$ cat src/rtl/multicycle_ctrl.sv
// Multicycle control unit: sequences each instruction through IF/ID/EXE/MEM/WB
// and decodes the PC, IR, register-file, ALU and data-memory controls.
module multicycle_ctrl (
  input  logic       clk,
  input  logic       reset,
  input  logic [5:0] opcode,
  input  logic       zero,
  output logic       PCWre,
  output logic [1:0] PCSrc,
  output logic       IRWre,
  output logic       ALUSrcA,
  output logic       ALUSrcB,
  output logic [2:0] ALUOp,
  output logic       RegWre,
  output logic [1:0] RegDst,
  output logic       WrRegDSrc,
  output logic       DBDataSrc,
  output logic       ExtSel,
  output logic       mRD,
  output logic       mWR,
  output logic [2:0] state
);

  typedef enum logic [2:0] {
    S_IF     = 3'b000,
    S_ID     = 3'b001,
    S_EXE_LS = 3'b010,
    S_MEM    = 3'b011,
    S_WB_LD  = 3'b100,
    S_EXE_BR = 3'b101,
    S_EXE_AL = 3'b110,
    S_WB_AL  = 3'b111
  } state_t;

  localparam logic [5:0] OP_ADD  = 6'b000000;
  localparam logic [5:0] OP_SUB  = 6'b000001;
  localparam logic [5:0] OP_ADDI = 6'b000010;
  localparam logic [5:0] OP_OR   = 6'b010000;
  localparam logic [5:0] OP_AND  = 6'b010001;
  localparam logic [5:0] OP_ORI  = 6'b010010;
  localparam logic [5:0] OP_SLL  = 6'b011000;
  localparam logic [5:0] OP_SLT  = 6'b100110;
  localparam logic [5:0] OP_SW   = 6'b110000;
  localparam logic [5:0] OP_LW   = 6'b110001;
  localparam logic [5:0] OP_BEQ  = 6'b110100;
  localparam logic [5:0] OP_J    = 6'b111000;
  localparam logic [5:0] OP_JR   = 6'b111001;
  localparam logic [5:0] OP_JAL  = 6'b111010;
  localparam logic [5:0] OP_HALT = 6'b111111;

  state_t state_q, state_d;

  logic is_add, is_sub, is_addi, is_or, is_and, is_ori, is_sll, is_slt;
  logic is_sw, is_lw, is_beq, is_j, is_jr, is_jal, is_halt;
  logic is_rtype, is_defined, is_jump;

  assign is_add  = (opcode == OP_ADD);
  assign is_sub  = (opcode == OP_SUB);
  assign is_addi = (opcode == OP_ADDI);
  assign is_or   = (opcode == OP_OR);
  assign is_and  = (opcode == OP_AND);
  assign is_ori  = (opcode == OP_ORI);
  assign is_sll  = (opcode == OP_SLL);
  assign is_slt  = (opcode == OP_SLT);
  assign is_sw   = (opcode == OP_SW);
  assign is_lw   = (opcode == OP_LW);
  assign is_beq  = (opcode == OP_BEQ);
  assign is_j    = (opcode == OP_J);
  assign is_jr   = (opcode == OP_JR);
  assign is_jal  = (opcode == OP_JAL);
  assign is_halt = (opcode == OP_HALT);

  assign is_rtype   = is_add | is_sub | is_or | is_and | is_sll | is_slt;
  assign is_defined = is_rtype | is_addi | is_ori | is_sw | is_lw | is_beq |
                      is_j | is_jr | is_jal | is_halt;
  // Undefined opcodes retire in ID like a jump with PCSrc=00, i.e. a no-op.
  assign is_jump    = is_j | is_jr | is_jal | ~is_defined;

  always_ff @(posedge clk or posedge reset) begin
    if (reset) state_q <= S_IF;
    else       state_q <= state_d;
  end

  always_comb begin
    state_d = S_IF;
    case (state_q)
      S_IF: state_d = S_ID;
      S_ID: begin
        if (is_jump)             state_d = S_IF;
        else if (is_halt)        state_d = S_ID;
        else if (is_beq)         state_d = S_EXE_BR;
        else if (is_sw || is_lw) state_d = S_EXE_LS;
        else                     state_d = S_EXE_AL;
      end
      S_EXE_AL: state_d = S_WB_AL;
      S_WB_AL:  state_d = S_IF;
      S_EXE_BR: state_d = S_IF;
      S_EXE_LS: state_d = S_MEM;
      S_MEM:    state_d = is_lw ? S_WB_LD : S_IF;
      S_WB_LD:  state_d = S_IF;
      default:  state_d = S_IF;
    endcase
  end

  logic       pcwre_raw, irwre_raw, regwre_raw, mrd_raw, mwr_raw;
  logic [1:0] pcsrc_raw, regdst_raw;
  logic       wrsrc_raw;

  always_comb begin
    pcwre_raw  = 1'b0;
    irwre_raw  = 1'b0;
    regwre_raw = 1'b0;
    mrd_raw    = 1'b0;
    mwr_raw    = 1'b0;
    pcsrc_raw  = 2'b00;
    regdst_raw = 2'b00;
    wrsrc_raw  = 1'b0;
    case (state_q)
      S_IF: irwre_raw = 1'b1;
      S_ID: begin
        pcwre_raw = is_jump;
        if (is_j || is_jal) pcsrc_raw = 2'b11;
        else if (is_jr)     pcsrc_raw = 2'b10;
        if (is_jal) begin
          regwre_raw = 1'b1;
          regdst_raw = 2'b00;
          wrsrc_raw  = 1'b0;
        end
      end
      S_EXE_BR: begin
        pcwre_raw = 1'b1;
        pcsrc_raw = zero ? 2'b01 : 2'b00;
      end
      S_MEM: begin
        pcwre_raw = is_sw;
        mrd_raw   = is_lw;
        mwr_raw   = is_sw;
      end
      S_WB_LD: begin
        pcwre_raw  = 1'b1;
        regwre_raw = 1'b1;
        regdst_raw = 2'b01;
        wrsrc_raw  = 1'b1;
      end
      S_WB_AL: begin
        pcwre_raw  = 1'b1;
        regwre_raw = 1'b1;
        regdst_raw = is_rtype ? 2'b10 : 2'b01;
        wrsrc_raw  = 1'b1;
      end
      default: ;
    endcase
  end

  // Reset forces IF, but IF must not load the IR until reset is released.
  assign PCWre     = pcwre_raw  & ~reset;
  assign IRWre     = irwre_raw  & ~reset;
  assign RegWre    = regwre_raw & ~reset;
  assign mRD       = mrd_raw    & ~reset;
  assign mWR       = mwr_raw    & ~reset;
  assign PCSrc     = reset ? 2'b00 : pcsrc_raw;
  assign RegDst    = reset ? 2'b00 : regdst_raw;
  assign WrRegDSrc = wrsrc_raw & ~reset;

  always_comb begin
    ALUOp = 3'b000;
    if (is_sub || is_beq)     ALUOp = 3'b001;
    else if (is_sll)          ALUOp = 3'b010;
    else if (is_or || is_ori) ALUOp = 3'b011;
    else if (is_and)          ALUOp = 3'b100;
    else if (is_slt)          ALUOp = 3'b101;
  end

  assign ALUSrcA   = is_sll;
  assign ALUSrcB   = is_addi | is_ori | is_lw | is_sw;
  assign ExtSel    = ~is_ori;
  assign DBDataSrc = is_lw;
  assign state     = state_q;

endmodule

$ cat config.mk
export PLATFORM = sky130hd
export DESIGN_NAME = multicycle_ctrl
export DESIGN_NICKNAME = d
export VERILOG_FILES = /design/src/rtl/multicycle_ctrl.sv
export SDC_FILE = /design/constraint.sdc
export NUM_CORES = 1
export LEC_CHECK = 0
export BUFFER_PORTS_ARGS = -buffer_cell sky130_fd_sc_hd__buf_2
export CAP_MARGIN = 20
export CORE_MARGIN = 5
export CORE_UTILIZATION = 26
export CTS_BUF_LIST = sky130_fd_sc_hd__clkbuf_2 sky130_fd_sc_hd__clkbuf_4 sky130_fd_sc_hd__clkbuf_8
export DETAILED_ROUTE_END_ITERATION = 10
export PLACE_DENSITY = 0.52
export SETUP_SLACK_MARGIN = 0.15
export SLEW_MARGIN = 20
export SYNTH_ARGS = -nofsm -noshare
export SYNTH_HDL_FRONTEND = slang
export SYNTH_SLANG_ARGS = --single-unit
$ cat constraint.sdc
create_clock -name clk -period 1.9 [get_ports clk]
set_clock_uncertainty 0.2 [all_clocks]
set_input_delay 0.285 -clock clk [delete_from_list [all_inputs] [get_ports clk]]
set_output_delay 0.285 -clock clk [all_outputs]
set_load 0.005 [all_outputs]
Yosys cells after proc, flatten, opt, wreduce, memory -nomap -nowiden
Index checks and enable logic that the tools add are counted.
{"block": "totals", "ff_bits": 3, "latchBits": 0, "ramBits": 0, "mem_bits_ro": 0, "in_bits": 9, "output_inout_bits": 20, "wordCells": 85, "mem_count": 0}
{"block": "classes", "n_addsub": 0, "mul": 0, "div_mod_pow": 0, "n_lt_le_gt_ge": 0, "n_eq_ne": 21, "n_shift": 0, "n_mux": 26, "n_bitwise": 29, "n_reduce_logical": 8}
{"cell": "== test 6 bit (second input constant)", "count": 8}
{"cell": "2-to-1 mux 3 bit", "count": 10}
{"cell": "== test 6 x 5 -> 1 bit (second input constant)", "count": 4}
{"cell": "OR 1 bit", "count": 20}
{"cell": "case mux 3 bit (6 select lines)", "count": 1}
{"cell": "== test 3 bit (second input constant)", "count": 4}
{"cell": "2-to-1 mux 2 bit", "count": 5}
{"cell": "case mux 2 bit (2 select lines)", "count": 2}
{"cell": "bitwise AND 1 bit", "count": 6}
{"cell": "== test 3 x 2 -> 1 bit (second input constant)", "count": 2}
{"cell": "== test 6 x 1 -> 1 bit (second input constant)", "count": 1}
{"cell": "== test 6 x 2 -> 1 bit (second input constant)", "count": 1}
{"cell": "zero test 6 bit", "count": 1}
{"cell": "2-to-1 mux 1 bit", "count": 6}
{"cell": "logical OR 1 bit", "count": 4}
{"cell": "== test 3 x 1 -> 1 bit (second input constant)", "count": 1}
{"cell": "zero test 3 bit", "count": 1}
{"cell": "inverter 1 bit", "count": 3}
{"cell": "case mux 1 bit (3 select lines)", "count": 1}
{"cell": "OR reduction 3 bit", "count": 1}
{"cell": "case mux 1 bit (2 select lines)", "count": 1}
{"cell": "OR reduction 2 bit", "count": 1}

Logic depth before layout (Yosys ltp)
Gate-level depths: netlist of the first run.
{"block": "depth", "word_depth": 19, "mapped_depth": 5, "ltp_nobuf": 4}

Worst setup path before layout of the first run
OpenSTA, ideal clock, no wires.
{"block": "synth_timing", "kind": "input -> output", "from": "in opcode[0]", "to": "out PCWre", "arrival_ps": 1327, "path_slack_ps": 88, "stages": 4, "n_path_buf": 1, "path_cell_list": "buf_2 and4_1 a222oi_1 a31o_1"}
{"block": "synth_via", "elab_chain_cells": 19, "word_cells_on_any_way": 35, "classes_between": "eq/ne (14); mux (1); bitwise (19); reduce/logical (1)"}
{"element": "start: declaration", "line_no": "6", "source": "input logic [5:0] opcode,"}
{"element": "== test 6 x 1 -> 1 bit / zero test 6 bit (equally long branches)", "line_no": "58, 57"}
{"element": "OR 1 bit (5 in a row)", "line_no": "73", "source": "assign is_rtype = is_add | is_sub | is_or | is_and | is_sll | is_slt;"}
{"element": "OR 1 bit (6 in a row)", "line_no": "74", "source": "assign is_defined = is_rtype | is_addi | is_ori | is_sw | is_lw | is_beq |"}
{"element": "OR 1 bit (3 in a row)", "line_no": "75", "source": "is_j | is_jr | is_jal | is_halt;"}
{"element": "inverter 1 bit", "line_no": "77", "source": "assign is_jump = is_j | is_jr | is_jal | ~is_defined;"}
{"element": "OR 1 bit", "line_no": "77"}
{"element": "case mux 1 bit (3 select lines) *", "line_no": "118", "source": "case (state_q)"}
{"element": "bitwise AND 1 bit *", "line_no": "156", "source": "assign PCWre = pcwre_raw & ~reset;"}
{"element": "end: declaration", "line_no": "8", "source": "output logic PCWre,"}
Every way passes the cells marked *; elsewhere a longest branch is shown, timed or not.

Worst setup path in the final report of the first run
{"block": "layout_timing", "from": "in opcode[5]", "to": "out PCWre"}
Same word-level chain as after synthesis.

==> reports/qor.csv, run 1 <==
stage;metric;value;unit
critical_path;Worst setup SP type;input pin;
synth;top post-synthesis cells by area;dfrtp_1, nand2b_1, nor2_1;
layout;share of layout cells above drive strength 1;63.5;%
critical_path;R2R cell count;4;
floorplanning;die area;3380;sq um
drt;First-pass DRT Iterations;4;
synth;Yosys top cell area share;12.4;%
synth;Yosys reg bits;3;
placed_design;number of port buffers;28;
layout;final instance area;1220;sq um
clock_network;H-tree levels;1;
sta;unrepaired setup endpoints after global routing;yes;
clock_network;clock buffer count from CTS;3;
run;number of max-cap violations;0;
floorplanning;row cnt;17;
floorplanning;Starting Density;27.3;%
hold_path;Hold WC Path Type;flip-flop to flip-flop;
placed_design;Cell Area, Placed;922;sq um
critical_path;Worst Path Required;1.41;ns
sta;final hold violations;0;
clock_network;Reg clk slew, reported paths;0.03;ns
placed_design;RD Place Congestion;0.753;
drt;Iter 0 DRT Violations;17;
sta;part of the cycle the worst path needs;104;%
synth;post-synthesis sequential area ratio;12.4;%
sta;Slew headroom;72.0;%
synth;Synth Net Count;100;
floorplanning;IO Count;29;
drt;vias per inst;5.12;
power;Worst VDD drop;0.000505;V
drt;metal2 WL;1260;microns
global_routing;total track usage;14.3;%
sta;actual slew at the worst max-slew pin;0.420;ns
drt;final wirelength;2430;microns
layout;Filler cells;212;
sta;PnR worst setup slack;-0.0832;ns
critical_path;slowest CP cell;or4b_4;
global_routing;grt total ovfl;0;
critical_path;CP arrival;1.50;ns
global_routing;largest net degree at the start of global routing;13;
synth;largest area contributor in the netlist;dfrtp_1;
sta;Max Slew Vio Count;0;
power;P_leak;0.573;nW
clock_network;clk root buf;clkbuf_4;
synth;EDFF count, synth;0;
drt;met3 WL;118;microns
drt;Vias;901;
layout;Antenna diodes;0;
floorplanning;die height;58.2;microns
drt;Routed Antenna Nets;0;
synth;most frequent cell after synthesis;nor2_1;
synth;synthesized area;603;sq um
drt;Remaining DRCs;0;
drt;wire per inst;13.8;microns
floorplanning;core area;2210;sq um
sta;min Tclk post-route;1.98;ns
synth;asr flop ratio synth;100;%
synth;Synth top cells by count;nor2_1, inv_1, nand2b_1, buf_2, nand2_1;
critical_path;Crit Path Max Fanout;4;
global_routing;initial antenna violation count;0;
drt;top routing layer in use;met3;
layout;multi-input logic area;611;sq um
global_routing;vias in the first global route;923;
clock_network;clk_lat worst skew;0.23;ns
sta;Final Setup Violations;1;
layout;Register Area;77.6;sq um
critical_path;CP Capture Type;primary output;
critical_path;slowest stage delay, CP;0.54;ns
layout;Nets;158;
layout;final core utilization;55.4;%
placed_design;HPWL after DPL;1750;microns
synth;Distinct cells, synth;36;
critical_path;worst-path cell chain;buf_8, or4b_4, o311ai_2, a222oi_1, a31o_1, buf_2;
sta;setup TNS;-0.0832;ns
synth;Main synth FF type;dfrtp_1;
drt;DRT met1 WL;1050;microns
synth;synthesized area per cell;6.63;sq um
sta;Peak Freq;504;MHz
power;pwr dens;669;nW/um^2
run_status;outcome;complete, but fails checks;
floorplanning;die width;58.2;microns
critical_path;WS Path Type;input pin to primary output;
layout;max FFs per register;3;
global_routing;first-pass GRT wire length;3900;microns
synth;Mapped Cells;91;
clock_network;clock tree sinks;3;
hold_path;hold path depth;2;
clock_network;CTS tree;yes;
layout;Area growth, synth to finish;103;%
clock_network;clock buffer depth;2;
run_status;violated checks;negative setup slack;
synth;synth warn;0;
## placed cells by master (no fill, tap or decap), drive strengths merged, types with 2 or more instances in the layout
cell type / netlist / layout
a211oi: 2 / 2
a21oi: 4 / 4
buf: 6 / 60
clkbuf: 2 / 4
dfrtp: 3 / 3
inv: 7 / 7
nand2: 5 / 5
nand2b: 8 / 8
nand3: 3 / 3
nand4: 2 / 2
nor2: 11 / 11
nor2b: 3 / 3
nor3: 3 / 3
nor3b: 2 / 2
nor4: 4 / 4
o21ai: 4 / 4
o32a: 3 / 3
or3: 3 / 3
## logic make-up (layout without fill, tap and decap cells)
group                  after synthesis  in the layout  share of synthesized area [%]
flip-flops                           3              3                           12.4
AO/OA/AOI/OAI                       22             22                           28.0
buffers and inverters               15             72                           10.6
AND/OR/NAND/NOR                     50             50                           47.5
XOR/XNOR                             1              1                           1.45
## worst max-delay path, delay by kind of cell
kind / cells / cell delay [ns]
compound gates: 3 / 0.45
buf+inv: 2 / 0.22
simple gates: 1 / 0.54
## metrics by stage
stage,std cells,setup WS (ns),hold slack (ns),total power [mW]
finish,176,-0.0832,0.389,0.819
floorplan,91,0.136,-0.137,0.332
CTS,174,-0.0881,0.383,0.744
global placement,162,-0.108,0.0745,0.466
global route,176,-0.122,0.405,0.874
detailed placement,162,-0.121,0.0741,0.472
## power breakdown
group | switching (mW) | internal, mW | leakage [nW]
clock network | 0.0308 | 0.0927 | 0.0184
registers | 0.0608 | 0.0935 | 0.0362
logic | 0.253 | 0.289 | 0.519
total | 0.344 | 0.475 | 0.573
## per-layer routing
metal | vias up | GRT usage, %
met3 | 0 | 2.23
met1 | 424 | 17.1
met5 | - | 0
met2 | 27 | 26.5
li1 | 450 | -
met4 | 0 | 3.64
## layout make-up
cell class,count,area share [%]
clock buffers,4,2.45
repair buffers,61,36.4
well taps,28,2.86
inverters,7,2.15
flip-flops and latches,3,6.33
multi-input cells,73,49.8
## worst paths after layout
path | endpoint | startpoint | slack [ns]
setup / recovery | PCWre | opcode[5] | -0.08
hold / removal | state[1] | state[1] | 0.39
setup reg to reg | state[1] | state[2] | 0.44
hold reg to reg | state[1] | state[1] | 0.39
max in group asynchronous | state[1] | reset | 0.85
min in group asynchronous | state[0] | reset | 0.47
## repair_timing
item | 4_1_cts | 5_1_grt
setup endpoints to repair | 12 | 13
hold buffers | 1 | 0
resized for setup | 36 | 14
buffers inserted | 7 | 2
pin swaps | 16 | 10
endpoints found under the hold margin | 3 | 0
Power figures use the tool's default switching activity.
==> run 2: changes to the inputs <==
--- a/config.mk
+++ b/config.mk
@@ -17,3 +17,4 @@
 export SYNTH_ARGS = -nofsm -noshare
 export SYNTH_HDL_FRONTEND = slang
 export SYNTH_SLANG_ARGS = --single-unit
+export TNS_END_PERCENT = 10
==> run 2 against run 1 <==
Against the previous run: the run still ends with negative setup slack left; worst hold slack lost 0.0029 ns; cell count down 5.1%; global-route usage shrank 0.83 points; clock power about the same; maximum frequency is 0.26% higher; sequential power rose by 5%; critical path type unchanged; non-clock buffer count is 9 lower; clock-buffer cell count unchanged; core utilization is 7.4 points lower; register-to-register slack improved by 0.16 ns.
==> reports/qor.csv, run 2 (synthesis gave the netlist of run 1 again) <==
stage;metric;value;unit;change
sta;setup TNS;-0.104;ns;-0.0205 ns
critical_path;CP Capture Type;primary output;;
power;clock network fraction of design power;19.0;%;+3.9 points
global_routing;grt total ovfl;0;;unchanged
critical_path;Worst Path Required;1.41;ns;about the same
drt;Vias;869;;-3.6%
drt;wire per inst;13.3;microns;-3.7%
clock_network;H-tree levels;1;;unchanged
sta;unrepaired setup endpoints after global routing;yes;;
drt;final wirelength;2220;microns;-8.6%
placed_design;RD Place Congestion;0.753;;unchanged
floorplanning;core area;2210;sq um;unchanged
layout;most frequent cells in the layout;buf_2, buf_4, nor2_1;;
clock_network;Reg clk slew, reported paths;0.04;ns;about the same
layout;Nets;149;;-5.7%
layout;max FFs per register;3;;unchanged
sta;Hold WS;0.387;ns;-0.00289 ns
floorplanning;Starting Density;27.3;%;unchanged
clock_network;clock tree sinks;3;;unchanged
clock_network;clock buffer count from CTS;3;;unchanged
power;pwr dens;622;nW/um^2;-7.1%
critical_path;reg-to-reg endpoint;state[1];;
hold_path;Hold Startpoint;state[0];;
power;combinational power share;56.4;%;-9.7 points
clock_network;clk_lat worst skew;0.23;ns;about the same
sta;Max Slew Vio Count;0;;unchanged
drt;First-pass DRT Iterations;4;;unchanged
floorplanning;die height;58.2;microns;unchanged
global_routing;total track usage;13.5;%;-0.83 points
run;number of max-cap violations;0;;unchanged
run_status;outcome;complete, but fails checks;;
power;Switching Fraction;42.7;%;+0.73 points
layout;share of layout cells above drive strength 1;54.7;%;-8.8 points
power;Int Power;378;uW;-21%
run_status;violated checks;negative setup slack;;
critical_path;R2R cell count;2;;-2
floorplanning;die width;58.2;microns;unchanged
layout;final non-filler cell total;167;;-5.1%
hold_path;WHS Endpoint;state[0];;
floorplanning;die area;3380;sq um;unchanged
critical_path;RR Startpoint;state[1];;
drt;Iter 0 DRT Violations;14;;-3
global_routing;initial antenna violation count;0;;unchanged
sta;Peak Freq;506;MHz;+0.26%
placed_design;Inst Count DP;162;;unchanged
sta;actual slew at the worst max-slew pin;0.413;ns;-0.00730 ns
global_routing;met1 Use GR;16.0;%;-1.1 points
global_routing;largest net degree at the start of global routing;13;;unchanged
power;NetSw;282;uW;-18%
sta;final hold violations;0;;unchanged
drt;Routed Antenna Nets;0;;unchanged
sta;min Tclk post-route;1.98;ns;-0.00523 ns
clock_network;clock buffer depth;2;;unchanged
placed_design;HPWL after DPL;1750;microns;unchanged
global_routing;vias in the first global route;868;;-6.0%
sta;PnR worst setup slack;-0.0780;ns;+0.00523 ns
hold_path;hold path depth;1;;-1
global_routing;met3 usage;2.45;%;+0.22 points
critical_path;setup slack, reg-to-reg;0.60;ns;+0.16 ns
floorplanning;IO Count;29;;unchanged
placed_design;Cell Area, Placed;922;sq um;unchanged
sta;part of the cycle the worst path needs;104;%;-0.28 points
power;sequential share of power;24.6;%;+5.8 points
hold_path;Hold WC Path Type;flip-flop to flip-flop;;
sta;Final Setup Violations;2;;+1
drt;Remaining DRCs;0;;unchanged
sta;Slew headroom;72.5;%;+0.49 points
clock_network;Post-CTS Setup Inserts;0;;-7
power;P_leak;0.504;nW;-12%
critical_path;WS Path Type;input pin to primary output;;
global_routing;Top Usage Layer GRT;met2;;
layout;final instance area;1060;sq um;-13%
layout;commonest non-fill, non-tap cell in the layout;buf_2;;
clock_network;CTS tree;yes;;
drt;vias per inst;5.20;;+1.6%
global_routing;M2 GR Usage;24.8;%;-1.6 points
floorplanning;row cnt;17;;unchanged
global_routing;first-pass GRT wire length;3670;microns;-5.8%
placed_design;Setup WS pre-CTS;-0.121;ns;unchanged
layout;Area growth, synth to finish;75.9;%;
power;Worst VDD drop;0.000450;V;-11%
critical_path;CP arrival;1.49;ns;about the same
layout;Antenna diodes;0;;unchanged
critical_path;Worst setup SP type;input pin;;
critical_path;Crit Path Max Fanout;5;;+1
clock_network;clk root buf;clkbuf_4;;
placed_design;number of port buffers;28;;unchanged
[run 2: routing by layer]
layer  share of wire [%]  vias to the layer above  wire length [microns]
met5                   0                        -                      0
met3                 4.3                        2                     95
met1                  44                      411                    973
met2                  51                       21                   1140
met4                0.36                        0                      8
li1                    -                      435                      -
[run 2: how the worst max path moves through the flow]
| stage | start | endpoint | slack [ns] | depth (start not counted) |
|---|---|---|---|---|
| 3_5_place_dp | opcode[5] | PCWre | -0.12 | 6 |
| 6_report | opcode[0] | PCWre | -0.08 | 6 |
| 4_1_cts | opcode[0] | PCWre | -0.09 | 6 |
| 3_3_place_gp | opcode[5] | PCWre | -0.11 | 6 |
| 2_1_floorplan | opcode[4] | PCWre | 0.14 | 5 |
| 5_1_grt | opcode[0] | PCWre | -0.12 | 6 |
[run 2: layout make-up]
| cell class | count | area [sq um] |
|---|---|---|
| Clock buffer | 4 | 30.0 |
| Fill cell | 235 | 1150 |
| Inverter | 7 | 26.3 |
| Multi-Input combinational cell | 73 | 541 |
| Sequential cell | 3 | 78.8 |
| Tap cell | 28 | 35.0 |
| Timing Repair Buffer | 52 | 350 |
[run 2: worst max-delay path, stage by stage]
cell and delay, ns:
buf_8 0.10, or4b_4 0.53, o311ai_2 0.08, a222oi_1 0.14, a31o_1 0.23, buf_2 0.12
[run 2: stage by stage]
stage | total power [mW] | utilization [%]
2_1_floorplan | 0.332 | -
3_3_place_gp | 0.466 | 41.7
5_1_grt | 0.712 | 48.0
4_1_cts | 0.648 | 46.1
3_5_place_dp | 0.472 | 41.7
6_report | 0.660 | 48.0
[run 2: repair_timing]
action / CTS / global route
hold buffers: 1 / 0
setup endpoints to repair: 12 / 14
pin swaps: 6 / 5
endpoints found under the hold margin: 3 / 0
resized for setup: 18 / 9
[run 2: power by group through the flow]
stage	clock network [mW]	registers, mW	logic, mW
floorplan	0	0.119	0.213
global placement	0	0.144	0.322
detailed placement	0	0.146	0.326
CTS	0.127	0.160	0.361
global route	0.134	0.168	0.410
finish	0.125	0.162	0.372
==> run 3: changes to the inputs <==
--- a/config.mk
+++ b/config.mk
@@ -12,6 +12,7 @@
 export CTS_BUF_LIST = sky130_fd_sc_hd__clkbuf_2 sky130_fd_sc_hd__clkbuf_4 sky130_fd_sc_hd__clkbuf_8
 export DETAILED_ROUTE_END_ITERATION = 10
 export PLACE_DENSITY = 0.52
+export RECOVER_POWER = 25
 export SETUP_SLACK_MARGIN = 0.15
 export SLEW_MARGIN = 20
 export SYNTH_ARGS = -nofsm -noshare
==> run 3 against run 2 <==
Against the previous run: the flow still finishes with violations (negative setup slack); maximum frequency about the same; design area down 0.12%; sequential cell count stayed put; critical endpoint unchanged; largest cell class unchanged; highest routed layer is now met3.
==> reports/qor.csv, run 3 (synthesis gave the netlist of run 1 again) <==
stage;metric;value;unit;change
placed_design;Cell Area, Placed;922;sq um;unchanged
drt;wire per inst;13.3;microns;+0.14%
clock_network;clk root buf;clkbuf_4;;
placed_design;HPWL after DPL;1750;microns;unchanged
run_status;outcome;complete, but fails checks;;
clock_network;clock tree sinks;3;;unchanged
sta;unrepaired setup endpoints after global routing;yes;;
drt;First-pass DRT Iterations;4;;unchanged
critical_path;CP Capture Type;primary output;;
power;P_leak;0.501;nW;-0.55%
clock_network;clk_lat worst skew;0.23;ns;about the same
placed_design;RD Place Congestion;0.753;;unchanged
power;pwr dens;621;nW/um^2;-0.11%
layout;Area growth, synth to finish;75.7;%;
sta;final hold violations;0;;unchanged
floorplanning;die width;58.2;microns;unchanged
floorplanning;Starting Density;27.3;%;unchanged
global_routing;grt total ovfl;0;;unchanged
sta;part of the cycle the worst path needs;104;%;about the same
sta;actual slew at the worst max-slew pin;0.424;ns;+0.0112 ns
sta;Peak Freq;506;MHz;about the same
sta;Slew headroom;71.7;%;-0.75 points
critical_path;R2R cell count;2;;unchanged
critical_path;CP arrival;1.49;ns;about the same
floorplanning;row cnt;17;;unchanged
drt;Iter 0 DRT Violations;14;;unchanged
sta;min Tclk post-route;1.98;ns;+0.000183 ns
sta;PnR worst setup slack;-0.0781;ns;-0.000183 ns
drt;Remaining DRCs;0;;unchanged
floorplanning;IO Count;29;;unchanged
sta;Final Setup Violations;2;;unchanged
clock_network;clock buffer depth;2;;unchanged
clock_network;Post-CTS Setup Inserts;0;;unchanged
global_routing;vias in the first global route;868;;unchanged
global_routing;total track usage;13.5;%;unchanged
sta;setup TNS;-0.104;ns;-0.000251 ns
clock_network;clock buffer count from CTS;3;;unchanged
clock_network;Reg clk slew, reported paths;0.04;ns;about the same
floorplanning;die height;58.2;microns;unchanged
layout;commonest non-fill, non-tap cell in the layout;buf_2;;
layout;Nets;149;;unchanged
critical_path;WS Path Type;input pin to primary output;;
global_routing;initial antenna violation count;0;;unchanged
placed_design;number of port buffers;28;;unchanged
layout;final instance area;1060;sq um;-0.12%
critical_path;Worst setup SP type;input pin;;
power;Worst VDD drop;0.000450;V;about the same
clock_network;CTS tree;yes;;
hold_path;hold path depth;1;;unchanged
floorplanning;core area;2210;sq um;unchanged
clock_network;H-tree levels;1;;unchanged
layout;Antenna diodes;0;;unchanged
drt;final wirelength;2220;microns;+0.14%
sta;Max Slew Vio Count;0;;unchanged
critical_path;Crit Path Max Fanout;5;;unchanged
drt;vias per inst;5.20;;-0.12%
layout;most frequent cells in the layout;buf_2, buf_4, nor2_1;;
drt;Vias;868;;-0.12%
floorplanning;die area;3380;sq um;unchanged
global_routing;first-pass GRT wire length;3670;microns;unchanged
hold_path;Hold WC Path Type;flip-flop to flip-flop;;
run;number of max-cap violations;0;;unchanged
layout;share of layout cells above drive strength 1;54.0;%;-0.72 points
critical_path;Worst Path Required;1.41;ns;about the same
global_routing;largest net degree at the start of global routing;13;;unchanged
run_status;violated checks;negative setup slack;;
drt;Routed Antenna Nets;0;;unchanged
layout;max FFs per register;3;;unchanged
-- run 3: cell count changes in the layout (fill, tap and decap cells not counted), sizes merged --
cell | previous run | this run
buf | 51 | 50
clkbuf | 4 | 5
-- run 3: repair_timing --
| action | in CTS | in global routing |
|---|---|---|
| resized for setup | 18 | 9 |
| endpoints found under the hold margin | 3 | 0 |
| setup endpoints to repair | 12 | 14 |
| hold buffers | 1 | 0 |
| pin swaps | 6 | 5 |
-- run 3: final cells by class --
class,instances,area [sq um]
Clock buffer,4,30.0
Fill cell,236,1150
Inverter,7,26.3
Tap cell,28,35.0
Sequential cell,3,78.8
Multi-Input combinational cell,73,541
Timing Repair Buffer,52,349
-- run 3: worst paths after layout --
check	startpoint	to	slack, ns
min	state[0]	state[0]	0.39
max reg2reg	state[1]	state[1]	0.60
min reg2reg	state[0]	state[0]	0.39
max in group asynchronous	reset	state[2]	0.80
max	opcode[0]	PCWre	-0.08
min in group asynchronous	reset	state[0]	0.53
-- run 3: critical path, cell delays in order --
cell      delay [ns]
buf_8           0.10
or4b_4          0.53
o311ai_2        0.08
a222oi_1        0.14
a31o_1          0.23
buf_2           0.12
-- run 3: metrics by stage --
stage	power (mW)	setup slack (ns)	hold WS [ns]	utilization [%]	cells
floorplan	0.332	0.136	-0.137	-	91
global placement	0.466	-0.108	0.0745	41.7	162
detailed placement	0.472	-0.121	0.0741	41.7	162
CTS	0.648	-0.0881	0.387	46.1	167
global route	0.712	-0.122	0.411	47.9	167
finish	0.658	-0.0781	0.387	47.9	167
-- run 3: power breakdown --
| part | total (mW) | leakage (nW) | switching, mW | internal, mW |
|---|---|---|---|---|
| Sequential | 0.162 | 0.0346 | 0.0677 | 0.0945 |
| Clock | 0.124 | 0.0184 | 0.0314 | 0.0928 |
| Combinational | 0.372 | 0.448 | 0.182 | 0.190 |
-- run 3: layer usage --
metal	GRT usage [%]	part of all wire, %
met1	16.0	44
met2	24.8	52
met3	2.45	4.3
met4	3.31	0
met5	0	0
